$ cat src/rtl/carrier_freq_meas.sv
// Carrier frequency meter: gates GATE_PERIODS hysteretic rising zero-crossings, then divides
// 2^(12+GATE_LOG2) by the gate length to recover the generator's 12-bit phase-step word.
module carrier_freq_meas #(
  parameter int                            DATA_WIDTH = 32,
  parameter int                            GATE_LOG2  = 4,
  parameter logic signed [DATA_WIDTH-1:0]  HYST       = 32'sd1048576,
  parameter int                            CNT_WIDTH  = 16,
  parameter int                            STEP_WIDTH = 10
) (
  input  logic                          clk,
  input  logic                          rst_n,
  input  logic                          en,
  input  logic signed [DATA_WIDTH-1:0]  sample_in,
  output logic [STEP_WIDTH-1:0]         step_est,
  output logic                          step_valid,
  output logic                          no_signal,
  output logic                          busy
);

  localparam int NUM_W        = 13 + GATE_LOG2;
  localparam int BIT_W        = $clog2(NUM_W);
  localparam int GATE_PERIODS = 1 << GATE_LOG2;

  localparam logic signed [DATA_WIDTH-1:0] HYST_NEG = -HYST;
  localparam logic [CNT_WIDTH-1:0]  CNT_MAX   = '1;
  localparam logic [NUM_W-1:0]      NUM_BASE  = NUM_W'(1 << (12 + GATE_LOG2));
  localparam logic [NUM_W-1:0]      STEP_MAX  = NUM_W'((1 << STEP_WIDTH) - 1);
  localparam logic [GATE_LOG2-1:0]  LAST_PER  = GATE_LOG2'(GATE_PERIODS - 1);
  localparam logic [BIT_W-1:0]      LAST_BIT  = BIT_W'(NUM_W - 1);

  typedef enum logic [2:0] {
    S_IDLE,
    S_WAIT,
    S_GATE,
    S_DIVIDE,
    S_DONE
  } state_t;

  state_t                 state;
  state_t                 state_nx;
  logic                   arm;
  logic                   arm_nx;
  logic                   ev;
  logic                   timeout;
  logic                   close_ev;
  logic [CNT_WIDTH-1:0]   counter;
  logic [GATE_LOG2-1:0]   periods;
  logic [CNT_WIDTH-1:0]   divisor;
  logic [NUM_W-1:0]       num;
  logic [CNT_WIDTH-1:0]   rem;
  logic [BIT_W-1:0]       bit_cnt;
  logic [CNT_WIDTH:0]     rem_sh;
  logic [CNT_WIDTH-1:0]   rem_nx;
  logic                   q_bit;

  // Arm below -HYST, fire at or above +HYST: noise inside the band cannot retrigger.
  always_comb begin
    ev     = arm && (sample_in >= HYST);
    arm_nx = arm;
    if (state == S_IDLE && !en) begin
      arm_nx = 1'b0;
    end else if (sample_in < HYST_NEG) begin
      arm_nx = 1'b1;
    end else if (ev) begin
      arm_nx = 1'b0;
    end
  end

  assign timeout  = (counter == CNT_MAX);
  assign close_ev = ev && (periods == LAST_PER);

  // One restoring step: shift the next numerator bit into the remainder, subtract if it fits.
  always_comb begin
    rem_sh = {rem, num[NUM_W-1]};
    q_bit  = 1'b0;
    rem_nx = rem_sh[CNT_WIDTH-1:0];
    if (rem_sh >= {1'b0, divisor}) begin
      q_bit  = 1'b1;
      rem_nx = CNT_WIDTH'(rem_sh - {1'b0, divisor});
    end
  end

  always_comb begin
    state_nx = state;
    if (!en) begin
      state_nx = S_IDLE;
    end else begin
      case (state)
        S_IDLE:   state_nx = S_WAIT;
        S_WAIT:   if (ev) state_nx = S_GATE;
        S_GATE: begin
          if (close_ev)     state_nx = S_DIVIDE;
          else if (timeout) state_nx = S_WAIT;
        end
        S_DIVIDE: if (bit_cnt == LAST_BIT) state_nx = S_DONE;
        S_DONE:   state_nx = S_WAIT;
        default:  state_nx = S_IDLE;
      endcase
    end
  end

  always_ff @(posedge clk or negedge rst_n) begin
    if (!rst_n) begin
      state <= S_IDLE;
    end else begin
      state <= state_nx;
    end
  end

  // step_valid is a single-cycle strobe with no back-pressure: step_est is valid in the
  // cycle step_valid is high and holds until the next strobe or reset.
  always_ff @(posedge clk or negedge rst_n) begin
    if (!rst_n) begin
      arm        <= 1'b0;
      counter    <= '0;
      periods    <= '0;
      divisor    <= '0;
      num        <= '0;
      rem        <= '0;
      bit_cnt    <= '0;
      step_est   <= '0;
      step_valid <= 1'b0;
      no_signal  <= 1'b0;
    end else begin
      arm        <= arm_nx;
      step_valid <= 1'b0;
      if (!en) begin
        counter <= '0;
        periods <= '0;
        bit_cnt <= '0;
      end else begin
        case (state)
          S_IDLE: counter <= '0;
          S_WAIT: begin
            if (ev) begin
              counter <= CNT_WIDTH'(1);
              periods <= '0;
            end else if (timeout) begin
              counter   <= '0;
              no_signal <= 1'b1;
            end else begin
              counter <= counter + 1'b1;
            end
          end
          S_GATE: begin
            if (close_ev) begin
              divisor <= counter;
              num     <= NUM_BASE + NUM_W'(counter >> 1);
              rem     <= '0;
              bit_cnt <= '0;
            end else if (timeout) begin
              counter   <= '0;
              no_signal <= 1'b1;
            end else begin
              counter <= counter + 1'b1;
              if (ev) periods <= periods + 1'b1;
            end
          end
          S_DIVIDE: begin
            num     <= {num[NUM_W-2:0], q_bit};
            rem     <= rem_nx;
            bit_cnt <= bit_cnt + 1'b1;
          end
          S_DONE: begin
            step_est   <= (num > STEP_MAX) ? STEP_MAX[STEP_WIDTH-1:0] : num[STEP_WIDTH-1:0];
            step_valid <= 1'b1;
            no_signal  <= 1'b0;
            counter    <= '0;
          end
          default: counter <= '0;
        endcase
      end
    end
  end

  assign busy = (state == S_GATE) || (state == S_DIVIDE);

endmodule

$ cat config.mk
export PLATFORM = sky130hd
export DESIGN_NAME = carrier_freq_meas
export DESIGN_NICKNAME = d
export VERILOG_FILES = /design/src/rtl/carrier_freq_meas.sv
export SDC_FILE = /design/constraint.sdc
export NUM_CORES = 1
export LEC_CHECK = 0
export CAP_MARGIN = 30
export CORE_MARGIN = 2
export CORE_UTILIZATION = 25
export CTS_CLUSTER_SIZE = 8
export DETAILED_ROUTE_END_ITERATION = 12
export HOLD_SLACK_MARGIN = 0.02
export SETUP_SLACK_MARGIN = 0.5
export SYNTH_ARGS = -nofsm -noshare
export SYNTH_HDL_FRONTEND = slang
export SYNTH_SLANG_ARGS = --single-unit
export TNS_END_PERCENT = 20
$ cat constraint.sdc
create_clock -name clk -period 2.8 [get_ports clk]
set_input_delay 0.42 -clock clk [delete_from_list [all_inputs] [get_ports clk]]
set_output_delay 0.42 -clock clk [all_outputs]
set_load 0.1 [all_outputs]
Yosys cells after proc, flatten, opt, wreduce, memory -nomap -nowiden
Index checks and enable logic that the tools add are counted.
{ "word_totals": {"reg_bits": 90, "out_inout_bits": 13, "inputBits": 35} }
{ "classes": {"muxes": 36, "n_eq_ne": 20, "n_lt_le_gt_ge": 4, "n_reduce_logical": 18, "addsub": 5} }
{ "ops": {"columns": ["cell", "n"], "rows": [
  ["16-bit two-way mux", 6],
  ["16-bit one-hot mux with 3 select lines", 1],
  ["17-bit one-hot mux with 2 select lines", 1],
  ["32-bit by 22-bit greater-or-equal comparator with 1-bit output, second input constant", 1],
  ["32-bit by 21-bit less-than comparator with 1-bit output, second input constant", 1],
  ["16-bit one-hot mux with 2 select lines", 1],
  ["4-bit two-way mux", 5],
  ["3-bit inequality test, second input constant", 6],
  ["17-bit by 15-bit adder with 17-bit output, first input constant", 1],
  ["17-bit by 16-bit greater-or-equal comparator with 1-bit output", 1],
  ["17-bit by 10-bit > comparator with 1-bit output, second input constant", 1],
  ["17-bit two-way mux", 1],
  ["16-bit by 1-bit adder with 16-bit output, second input constant", 1],
  ["16-bit == test, second input constant", 1],
  ["16-bit subtractor", 1],
  ["3-bit two-way mux", 5],
  ["3-bit one-hot mux with 4 select lines", 1],
  ["10-bit two-way mux", 1],
  ["5-bit two-way mux", 2],
  ["5-bit one-hot mux with 2 select lines", 1],
  ["1-bit two-way mux", 9],
  ["3-bit AND reduction", 3],
  ["2-bit inequality test, second input constant", 4],
  ["4-bit one-hot mux with 2 select lines", 1],
  ["other kinds (20)", 27]
]} }

Depth between registers and ports, before layout
Gate-level depths: netlist (run 1).
{ "depth": {"depth_word": 7, "mapped_depth": 12, "ltp_nobuf": 10} }

Worst setup path after synthesis (run 1)
No wires, ideal clock.
{ "synth_timing": {"kind": "register to register", "startpoint": "register state[1]", "endpoint": "register num[5]", "arrival_ps": 2519, "setup_slack_ps": 155, "n_path_buf": 2, "stages_incl_launch_ff": 7, "path_cell_list": "dfrtp_1 nor2b_1 clkbuf_1 nand2_1 clkbuf_1 mux2i_1 o21ai_0"} }
{ "synth_between": {"elab_chain_len": 3, "elab_cells_between_ends": 6, "cone_classes": "eq/ne (3); mux (1); reduce/logical (2)"} }
{ "synth_rtl": {"columns": ["element", "line_no", "text"], "rows": [
  ["start, declared", "39", "state_t state;"],
  ["start signal, assigned", "106", "state <= state_nx;"],
  ["3-bit by 2-bit == test with 1-bit output", "132", "case (state)"],
  ["2-bit inequality test (no line) or 2-bit nonzero test (tied branches)", null, null],
  ["3-bit AND reduction (no line)", null, null],
  ["end signal, assigned", "148", "num <= NUM_BASE + NUM_W'(counter >> 1);"],
  ["end signal, assigned", "160", "num <= {num[NUM_W-2:0], q_bit};"],
  ["end, declared", "49", "logic [NUM_W-1:0] num;"]
]} }
Parallel ways exist; a longest one is shown, timed or not.
A chain may end at the register's enable or synchronous reset.

Worst setup path in the final report (run 1)
{ "layout_timing": {"startpoint": "register divisor[1]", "endpoint": "register rem[10]"} }
{ "layout_between": {"elab_chain_len": 3, "elab_cells_between_ends": 4, "cone_classes": "add/sub (1); order compare (1); mux (2)"} }
{ "layout_rtl": {"columns": ["element", "line_no", "text"], "rows": [
  ["start, declared", "48", "logic [CNT_WIDTH-1:0] divisor;"],
  ["start signal, assigned", "147", "divisor <= counter;"],
  ["16-bit subtractor or 17-bit by 16-bit greater-or-equal comparator with 1-bit output (tied branches)", "79, 77", null],
  ["16-bit two-way mux *", "77", "if (rem_sh >= {1'b0, divisor}) begin"],
  ["16-bit one-hot mux with 2 select lines *", "132", null],
  ["end signal, assigned", "161", "rem <= rem_nx;"],
  ["end, declared", "50", "logic [CNT_WIDTH-1:0] rem;"]
]} }
Mark *: on every way between the ends. The rest lies on a longest branch, timed or not.

==> results.md, run 1 <==
- Ys flop type: dfrtp_1
- Commonest cells after routing, fill and taps aside: dfrtp_1 (90), nand2_1 (66), buf_4 (55)
- Fmax: between 0.4 and 0.5 GHz
- Hold Violations, Final: 0
- Crit. End Element: flop
- YS warnings: 0
- CP arrival: around 2.6 ns
- Pin count of the biggest net entering global routing: 49
- DPL Wire Length: 8790 um
- Vias in the first global route: between 4,000 and 5,000
- Fin Clk Skew: 0.00620 ns
- Global-route wire length before repair: roughly 21,000 um
- Starting DRC count in detailed routing: 197
- Final ANT Viol Nets: 0
- GP Congestion: roughly 0.85
- Global route overflow: 0
- Worst-Margin Slew: roughly 0.73 ns
- Mapped Cells: about 560
- Starting Density: 25.3%
- Most common cell after layout, fill and taps aside: dfrtp_1
- Synthesized flop and latch total: 90
- Gr usage total: about an eighth
- Slew headroom: 51.3%
- RSZ-0062 raised after global routing: true
- Rows: 53
- Vias: about 4,300
- Crit path kind: reg2reg
- Async SR Flop Fraction: 100%
- Chip width: 149 um
- Total negative slack: 0 ns
- Die ar.: 22,200 um2
- Port bufs: 27
- Initial antenna violation count: 0
- Ports: between 40 and 50
- Worst setup SP type: flop
- Layout Nets: roughly 670
- Htree depth: 3
- DRT Pass-1 Iters: 4
- Avg Synthesized Cell Area: between 9 and 10 um2
- Drt total wl: between 10,000 and 15,000 um
- CTS tree: done
- Synthesized cell area: 5260 um2
- Clock buffer depth: 2
- Via density: 4.87
- Overall power: about 7.4 mW
- Worst Setup SP: divisor[1]
- Post-Syn Nets: a little over 600
- Clock Pin Slew Worst Setup and Hold Paths: 0.07 ns
- Critical path peak fanout: 5
- Ant diodes: 0
- Synth-to-layout area growth: 25.8%
- Number of synthesized flops with an enable pin: 0
- Final instance area: 6620 um2
- Min-delay worst type: in2async
- DIE HEIGHT: between 100 and 150 um
- Pwr/cell area: 1120 nW/um2
- Num CTS Buffers: 9
- Max Cap Violations: 0
- Count of cell types in the netlist: 63
- FF-to-FF Start: divisor[1]
- Routed len/inst: ~14 um
- Placed Area: 5860 um2
- Peak VDD IR: approximately 530 uV
- Lkg Pwr: between 2 and 3 nW
- Max-slew violation count: 0
- Clk sinks: 90
- Clk_lat worst skew: ~0.35 ns
- Quantity of hold-fixing buffers added after cts: 0
- Clk root buf: clkbuf_16
- Final period util: between 80% and 90%
- R2R setup slack: approximately 0.48 ns
- Core area: about 21,000 um2
- Fin crit period: between 2 and 2.5 ns
- Endpoints failing setup: 0
- Status: complete, no violations
- DRC: 0
- Register area share after synthesis: a little over two fifths
- CP required: just over 3 ns
- Layout cells sized above 1: 22.5%
- Fin util: roughly a third
==> worst paths after layout <==
kind | depth (start not counted) | to
setup / recovery | 11 | rem[10]
hold / removal | 1 | step_est[7]
setup reg to reg | 11 | rem[10]
hold reg to reg | 1 | periods[3]
max in group asynchronous | 2 | rem[8]
min in group clk | 1 | periods[3]
==> layer usage <==
| layer | part of all wire (%) | track usage [%] | vias to the layer above |
|---|---|---|---|
| li1 | - | - | 2147 |
| met1 | 48 | 16.0 | 2101 |
| met5 | 0 | 0 | - |
| met2 | 47 | 18.4 | 72 |
| met3 | 2.9 | 1.90 | 20 |
| met4 | 2.3 | 4.81 | 0 |
==> through the flow <==
step | hold WS (ns) | setup slack, ns | cells
global placement | 0.462 | 0.179 | 852
finish | 0.0596 | 0.483 | 892
global route | 0.105 | 0.361 | 892
detailed placement | 0.459 | 0.148 | 852
floorplan | 0.124 | 0.556 | 555
CTS | 0.0775 | 0.494 | 885
==> critical path, stage by stage, from the launching register on <==
cell and delay [ns]:
dfrtp_1 0.40, buf_6 0.12, buf_6 0.11, fa_2 0.41, nor2b_4 0.14, o211ai_1 0.14
a32oi_1 0.23, buf_4 0.18, nor4_1 0.05, a41oi_1 0.19, a31o_2 0.18, o21ai_1 0.05
==> synthesized netlist by cell type, types with 8 or more instances <==
cell / instances / area (um2)
dfrtp_1: 90 / 2250
nand2_1: 69 / 259
o21ai_0: 54 / 270
inv_1: 27 / 101
mux2i_1: 24 / 240
nor2_1: 23 / 86.3
nand3_1: 21 / 105
ha_1: 20 / 250
mux2_2: 17 / 191
a21oi_1: 15 / 75.1
and3_1: 12 / 75.1
clkbuf_1: 12 / 45.0
buf_2: 11 / 55.1
o31ai_1: 11 / 82.6
nor3_1: 10 / 50.1
o22a_1: 10 / 87.6
nor2b_1: 9 / 56.3
xnor2_1: 9 / 78.8
a31oi_1: 8 / 50.1
a32oi_1: 8 / 70.1
==> flip-flops by register name, summed over array words and instances, names as in the netlist <==
name        flops
arm             1
periods         4
bit_cnt         5
step_est       10
num            17
divisor        16
rem            16
no_signal       1
state           3
counter        16
step_valid      1
==> what timing repair did <==
action / in CTS / in global routing
gates resized for setup: 30 / 24
pin swaps: 12 / 13
gates cloned: 1 / 0
endpoints found under the setup margin: 17 / 48
buffers inserted: 16 / 7
==> layout make-up <==
| cell class | instances | area, um2 |
|---|---|---|
| clock buffer | 9 | 225 |
| clock inverter | 7 | 83.8 |
| fill | 2181 | 14200 |
| inverter | 27 | 101 |
| multi-input combinational | 408 | 2970 |
| sequential | 90 | 2250 |
| tap | 275 | 344 |
| timing repair buffer | 76 | 642 |
==> cell families after synthesis <==
group                    synth area share, %
AO/OA/AOI/OAI                           19.8
XOR/XNOR                                2.00
adder cells (fa/ha/maj)                 5.14
buffers and inverters                   5.33
flip-flops                              42.8
multiplexers                            8.21
AND/OR/NAND/NOR                         16.7
==> power breakdown <==
| group | internal (mW) | leakage (nW) | switching [mW] |
|---|---|---|---|
| sequential | 1.46 | 1.23 | 0.157 |
| combinational | 2.12 | 1.55 | 2.39 |
| clock | 0.711 | 0.154 | 0.556 |
No activity file was read; power rests on OpenSTA's default activity.
==> run 2: changes to the inputs <==
==> constraint.sdc (replaced) <==
create_clock -name clk -period 2.4 [get_ports clk]
set_input_delay 0.36 -clock clk [delete_from_list [all_inputs] [get_ports clk]]
set_output_delay 0.36 -clock clk [all_outputs]
set_load 0.1 [all_outputs]
==> run 2 against run 1 <==
  * Critical path depth down 2
  * Non-clock buffer count up 35
  * Largest cell class unchanged
  * Clock skew grew 0.0016 ns
  * Global-route usage grew 0.57 points
  * Highest routed layer unchanged
  * First-iteration DRC count grew 12%
  * Critical endpoint is now rem[11]
  * Via count rose by 4.0%
==> results.md, run 2 (synthesized netlist as in run 1, its figures left out) <==
- Status: complete, no violations
- Most common cell after layout, fill and taps aside: dfrtp_1
- DPL Wire Length: 9320 um (+6.0%)
- Slowest cell on crit path: dfrtp_1
- Fmax: 0.437 GHz (+1.2%)
- Worst-path cell chain: ha_4, a21o_1, nand2_2, a31oi_4, o221ai_2, o31a_1, buf_12, a311o_1, o21ai_1
- Max Cap Violations: 0 (unchanged)
- Fin crit period: 2.29 ns (-0.0274 ns)
- Clock Pin Slew Worst Setup and Hold Paths: 0.06 ns (about the same)
- Htree depth: 3 (unchanged)
- Min-delay worst type: reg2reg
- Peak VDD IR: 735 uV (+39%)
- Clk sinks: 90 (unchanged)
- Worst setup SP type: flop
- Reg2reg path depth: 9 (-2)
- Critical path peak fanout: 7 (+2)
- Vias: 4,513 (+4.0%)
- Worst hold path startpoint: periods[3]
- Met1 Track Usage GR: 18.2% (+2.2 points)
- Routed len/inst: 14.4 um (+1.4%)
- Starting Density: 25.3% (unchanged)
- Layout cells sized above 1: 27.9% (+5.4 points)
- CP Buf/Inv Count: 1 (-2)
- Crit path kind: reg2reg
- Worst Setup SP: rem[2]
- Global route overflow: 0 (unchanged)
- R2R setup slack: 0.11 ns (-0.37 ns)
- CP arrival: 2.56 ns (about the same)
- Synth-to-layout area growth: 32.0%
- Fin Clk Skew: 0.00778 ns (+0.00157 ns)
- Area of the multi-input gates: 2990 um2 (+0.80%)
- Max-slew violation count: 0 (unchanged)
- Core area: 20,800 um2 (unchanged)
- Clk_lat worst skew: 0.34 ns (about the same)
- GR Util met2: 18.4% (+0.046 points)
- Slew headroom: 63.8% (+13 points)
- Setup slack after layout: 0.111 ns (-0.373 ns)
- Crit-path leading delay family: compound AO/OA/AOI/OAI gates
- Die ar.: 22,200 um2 (unchanged)
- Crit. path cell count: 9 (-2)
- Pin count of the biggest net entering global routing: 57 (+16%)
- Max FFs per register: 17 (unchanged)
- Drt total wl: 13,400 um (+5.4%)
- Pwr/cell area: 1310 nW/um2 (+17%)
- Vias in the first global route: 4,213 (+1.8%)
- Final ANT Viol Nets: 0 (unchanged)
- GP Congestion: 0.787 (-7.2%)
- Starting DRC count in detailed routing: 221 (+12%)
- Layout Nets: 703 (+5.2%)
- Pre-CTS setup slack: -0.193 ns (-0.341 ns)
- DRC: 0 (unchanged)
- CP required: 2.67 ns (-0.36 ns)
- Chip width: 149 um (unchanged)
- CTS tree: done
- Num CTS Buffers: 9 (unchanged)
- GR met3 Demand/Resource: 2.63% (+0.73 points)
- Hold Violations, Final: 0 (unchanged)
- Via density: 4.87 (about the same)
- DRT Pass-1 Iters: 5 (+1)
- Combined flip-flop and latch cell area: 2250 um2 (unchanged)
- FF-to-FF End: rem[11]
- Fin util: 33.3% (+1.6 points)
- Fillers: 2,141 (-1.8%)
- Clk root buf: clkbuf_16
- Port bufs: 27 (unchanged)
- Gr usage total: 12.3% (+0.57 points)
- Crit. End Element: flop
- Lkg Pwr: 3.13 nW (+6.6%)
- Ant diodes: 0 (unchanged)
- Rows: 53 (unchanged)
- Endpoints failing setup: 0 (unchanged)
- Worst-Margin Slew: 0.542 ns (-0.187 ns)
- RSZ-0062 raised after global routing: true
- Commonest cells after routing, fill and taps aside: dfrtp_1 (90), buf_4 (89), nand2_1 (66)
- Busiest grt layer: met2
- DIE HEIGHT: 149 um (unchanged)
- Clock buffer depth: 2 (unchanged)
- Register with the most flip-flops: num
- Global-route wire length before repair: 22,000 um (+5.7%)
- Worst path max stage delay: 0.41 ns (about the same)
- Final period util: 95.4% (+13 points)
- Ports: 48 (unchanged)
- FF-to-FF Start: rem[2]
- Initial antenna violation count: 0 (unchanged)
- Total negative slack: 0 ns (unchanged)
- Critical path endpoint: rem[11]
[run 2: power breakdown]
group / internal [mW] / total (mW) / switching (mW)
Sequential: 1.70 / 1.87 / 0.166
Combinational: 2.73 / 5.68 / 2.95
Clock: 0.938 / 1.53 / 0.589
[run 2: metrics by stage]
stage / power (mW) / std cells / instance area (um2) / hold slack (ns)
6_report: 9.07 / 927 / 6940 / 0.500
3_5_place_dp: 6.39 / 888 / 6230 / 0.358
3_3_place_gp: 6.35 / 888 / 6230 / 0.352
5_1_grt: 9.62 / 927 / 6940 / 0.521
4_1_cts: 8.67 / 921 / 6810 / 0.509
2_1_floorplan: 5.27 / 555 / 5340 / 0.0644
[run 2: final cells by class]
| type | count | share of cell area, % |
|---|---|---|
| Clock buffer | 11 | 3.50 |
| Clock inverter | 5 | 1.12 |
| Inverter | 27 | 1.46 |
| Multi-Input combinational cell | 408 | 43.1 |
| Sequential cell | 90 | 32.4 |
| Tap cell | 275 | 4.96 |
| Timing Repair Buffer | 111 | 13.4 |
[run 2: routing by layer]
| layer | part of all wire (%) | vias up |
|---|---|---|
| li1 | - | 2219 |
| met1 | 52 | 2204 |
| met2 | 44 | 82 |
| met3 | 3.1 | 8 |
| met4 | 0.67 | 0 |
| met5 | 0 | - |
[run 2: timing repair]
item / 4_1_cts / 5_1_grt
gates resized for setup: 33 / 20
endpoints found under the hold margin: 34 / 0
pin swaps: 14 / 22
setup endpoints to repair: 73 / 76
hold buffers: 1 / 0
buffers inserted: 16 / 6
[run 2: worst min path at each step]
stage	depth (start not counted)	end	slack, ns
2_1_floorplan	0	arm	0.06
3_3_place_gp	1	step_est[4]	0.35
3_5_place_dp	1	step_est[3]	0.36
4_1_cts	1	divisor[14]	0.51
5_1_grt	1	divisor[12]	0.52
6_report	1	periods[3]	0.50
==> run 3: changes to the inputs <==
--- a/config.mk
+++ b/config.mk
@@ -8,6 +8,7 @@
 export CAP_MARGIN = 30
 export CORE_MARGIN = 2
 export CORE_UTILIZATION = 25
+export CTS_BUF_LIST = sky130_fd_sc_hd__clkbuf_8
 export CTS_CLUSTER_SIZE = 8
 export DETAILED_ROUTE_END_ITERATION = 12
 export HOLD_SLACK_MARGIN = 0.02
==> run 3 against run 2 <==
  * Die area unchanged
  * Via count increased by 0.51%
  * Clock power shrank 25%
  * Cell count fell by 0.43%
  * Design area increased by 3.2%
  * Routed wire length is 1.9% higher
  * Sequential power about the same
  * Clock-buffer cell count is 1 lower
  * Register-to-register slack lost 0.02 ns
  * Global-route usage fell by 0.052 points
  * Critical path depth grew 2
  * First-iteration DRC count increased by 18%
  * Highest routed layer unchanged
==> results.md, run 3 (synthesized netlist as in run 1, its figures left out) <==
- Status: complete, no violations
- Vias in the first global route: 4,242 (+0.69%)
- Drt total wl: 13,600 um (+1.9%)
- Combined flip-flop and latch cell area: 2260 um2 (+0.28%)
- GP Congestion: 0.787 (unchanged)
- Max FFs per register: 17 (unchanged)
- Slew headroom: 63.5% (-0.28 points)
- Clk sinks: 90 (unchanged)
- Clock Pin Slew Worst Setup and Hold Paths: 0.09 ns (+0.03 ns)
- Global route overflow: 0 (unchanged)
- Combinational cell fraction of total power: 65.9% (+3.3 points)
- DPL Wire Length: 9320 um (unchanged)
- Total negative slack: 0 ns (unchanged)
- Rows: 53 (unchanged)
- Clk pwr share: 13.0% (-3.8 points)
- Core area: 20,800 um2 (unchanged)
- Pwr/cell area: 1240 nW/um2 (-5.3%)
- Hold Violations, Final: 0 (unchanged)
- Starting Density: 25.3% (unchanged)
- Critical path peak fanout: 5 (-2)
- Port bufs: 27 (unchanged)
- DRT Pass-1 Iters: 5 (unchanged)
- Worst-Margin Slew: 0.545 ns (+0.00334 ns)
- Max Cap Violations: 0 (unchanged)
- Endpoints failing setup: 0 (unchanged)
- CP required: 2.64 ns (-0.03 ns)
- Global-route wire length before repair: 22,000 um (about the same)
- Placed Area: 6230 um2 (unchanged)
- Hold Slack: 0.498 ns (-0.00193 ns)
- Max-slew violation count: 0 (unchanged)
- Vias: 4,536 (+0.51%)
- Register with the most flip-flops: num
- Sw Share: 42.0% (+1.2 points)
- Placed cell count: 888 (unchanged)
- Fillers: 2,125 (-0.75%)
- Final ANT Viol Nets: 0 (unchanged)
- Fin Clk Skew: 0.0118 ns (+0.00400 ns)
- Ports: 48 (unchanged)
- Peak VDD IR: 729 uV (-0.86%)
- Die ar.: 22,200 um2 (unchanged)
- Starting DRC count in detailed routing: 260 (+18%)
- Ant diodes: 0 (unchanged)
- Overall power: 8.87 mW (-2.3%)
- Synth-to-layout area growth: 36.2%
- Gr usage total: 12.2% (-0.052 points)
- Clk_lat worst skew: 0.36 ns (+0.02 ns)
- Fin crit period: 2.31 ns (+0.0226 ns)
- Via density: 4.91 (+0.95%)
- Area of the multi-input gates: 3290 um2 (+10%)
- Min-delay worst type: in2async
- CP arrival: 2.56 ns (about the same)
- Chip width: 149 um (unchanged)
- Clock buffer depth: 2 (unchanged)
- DRC: 0 (unchanged)
- Fmax: 0.433 GHz (-0.98%)
- Routed len/inst: 14.8 um (+2.4%)
- Final instance area: 7160 um2 (+3.2%)
- Clk root buf: clkbuf_8
- Htree depth: 3 (unchanged)
- Pin count of the biggest net entering global routing: 57 (unchanged)
- Lkg Pwr: 3.21 nW (+2.8%)
- Crit. End Element: flop
- Final Non-Filler Cells: 923 (-0.43%)
- Psw: 3.73 mW (+0.60%)
- Num CTS Buffers: 9 (unchanged)
- Initial antenna violation count: 0 (unchanged)
- Internal: 5.14 mW (-4.2%)
- Commonest cells after routing, fill and taps aside: dfrtp_1 (85), buf_4 (79), nand2_1 (48)
- Layout Nets: 699 (-0.57%)
- Sequential share of power: 21.1% (+0.5 points)
- RSZ-0062 raised after global routing: true
- Worst setup SP type: flop
- DIE HEIGHT: 149 um (unchanged)
- Most common cell after layout, fill and taps aside: dfrtp_1
- Final period util: 96.3% (+0.94 points)
- Crit path kind: reg2reg
- CTS tree: done
- Layout cells sized above 1: 34.6% (+6.7 points)
-- run 3: cell types whose count changed in the layout (fill, tap and decap cells not counted), moves of 9 or more --
cell,previous run,this run
buf_4,89,79
clkbuf_16,9,0
clkbuf_8,1,10
mux2_2,17,1
mux2_4,0,16
nand2_1,66,48
nand2_2,3,18
o21ai_0,40,26
-- run 3: metrics by stage --
stage,utilization (%),setup slack [ns]
floorplan,-,0.278
global placement,29.9,-0.148
detailed placement,29.9,-0.193
CTS,32.2,0.0851
global route,34.4,-0.0139
finish,34.4,0.0883
-- run 3: power groups by stage --
stage	sequential (mW)	clock [mW]	combinational, mW
detailed placement	1.89	0	4.50
finish	1.88	1.15	5.84
global placement	1.89	0	4.46
CTS	1.86	1.18	5.39
global route	1.90	1.24	6.27
floorplan	2.29	0	2.98
-- run 3: worst max-delay path: stages (launching register included) --
cell	delay (ns)
dfrtp_1	0.36
inv_1	0.08
ha_4	0.18
fa_2	0.43
nor2b_4	0.15
o211ai_1	0.15
a32oi_2	0.19
buf_4	0.16
nor4_1	0.05
a41oi_1	0.22
a31o_4	0.19
o21ai_2	0.05
-- run 3: area by class of cell --
| class | count | area share [%] |
|---|---|---|
| Inverter | 27 | 1.41 |
| Tap cell | 275 | 4.80 |
| Multi-Input combinational cell | 408 | 45.9 |
| Clock inverter | 6 | 1.14 |
| Sequential cell | 90 | 31.5 |
| Clock buffer | 10 | 1.92 |
| Timing Repair Buffer | 107 | 13.3 |
-- run 3: layer usage --
metal	wire, um	up-vias	GRT usage, %
li1	-	2221	-
met1	6910	2205	18.2
met2	6080	89	18.3
met3	395	21	1.99
met4	244	0	3.19
met5	0	-	0
-- run 3: what timing repair did --
| item | in CTS | in global routing |
|---|---|---|
| buffers inserted | 17 | 1 |
| setup endpoints to repair | 72 | 77 |
| pin swaps | 13 | 38 |
| hold buffers | 1 | 0 |
| hold endpoints to repair | 34 | 0 |
| gates resized for setup | 30 | 126 |
-- run 3: path summary, 6_finish.rpt --
path / startpoint / endpoint / slack (ns) / cells past startpoint
max: num[16] / rem[10] / 0.09 / 11
min: rst_n / step_est[2] / 0.50 / 2
max reg2reg: num[16] / rem[10] / 0.09 / 11
min reg2reg: periods[3] / periods[3] / 0.51 / 1
max in group asynchronous: rst_n / state[0] / 1.20 / 3
min in group clk: periods[3] / periods[3] / 0.51 / 1
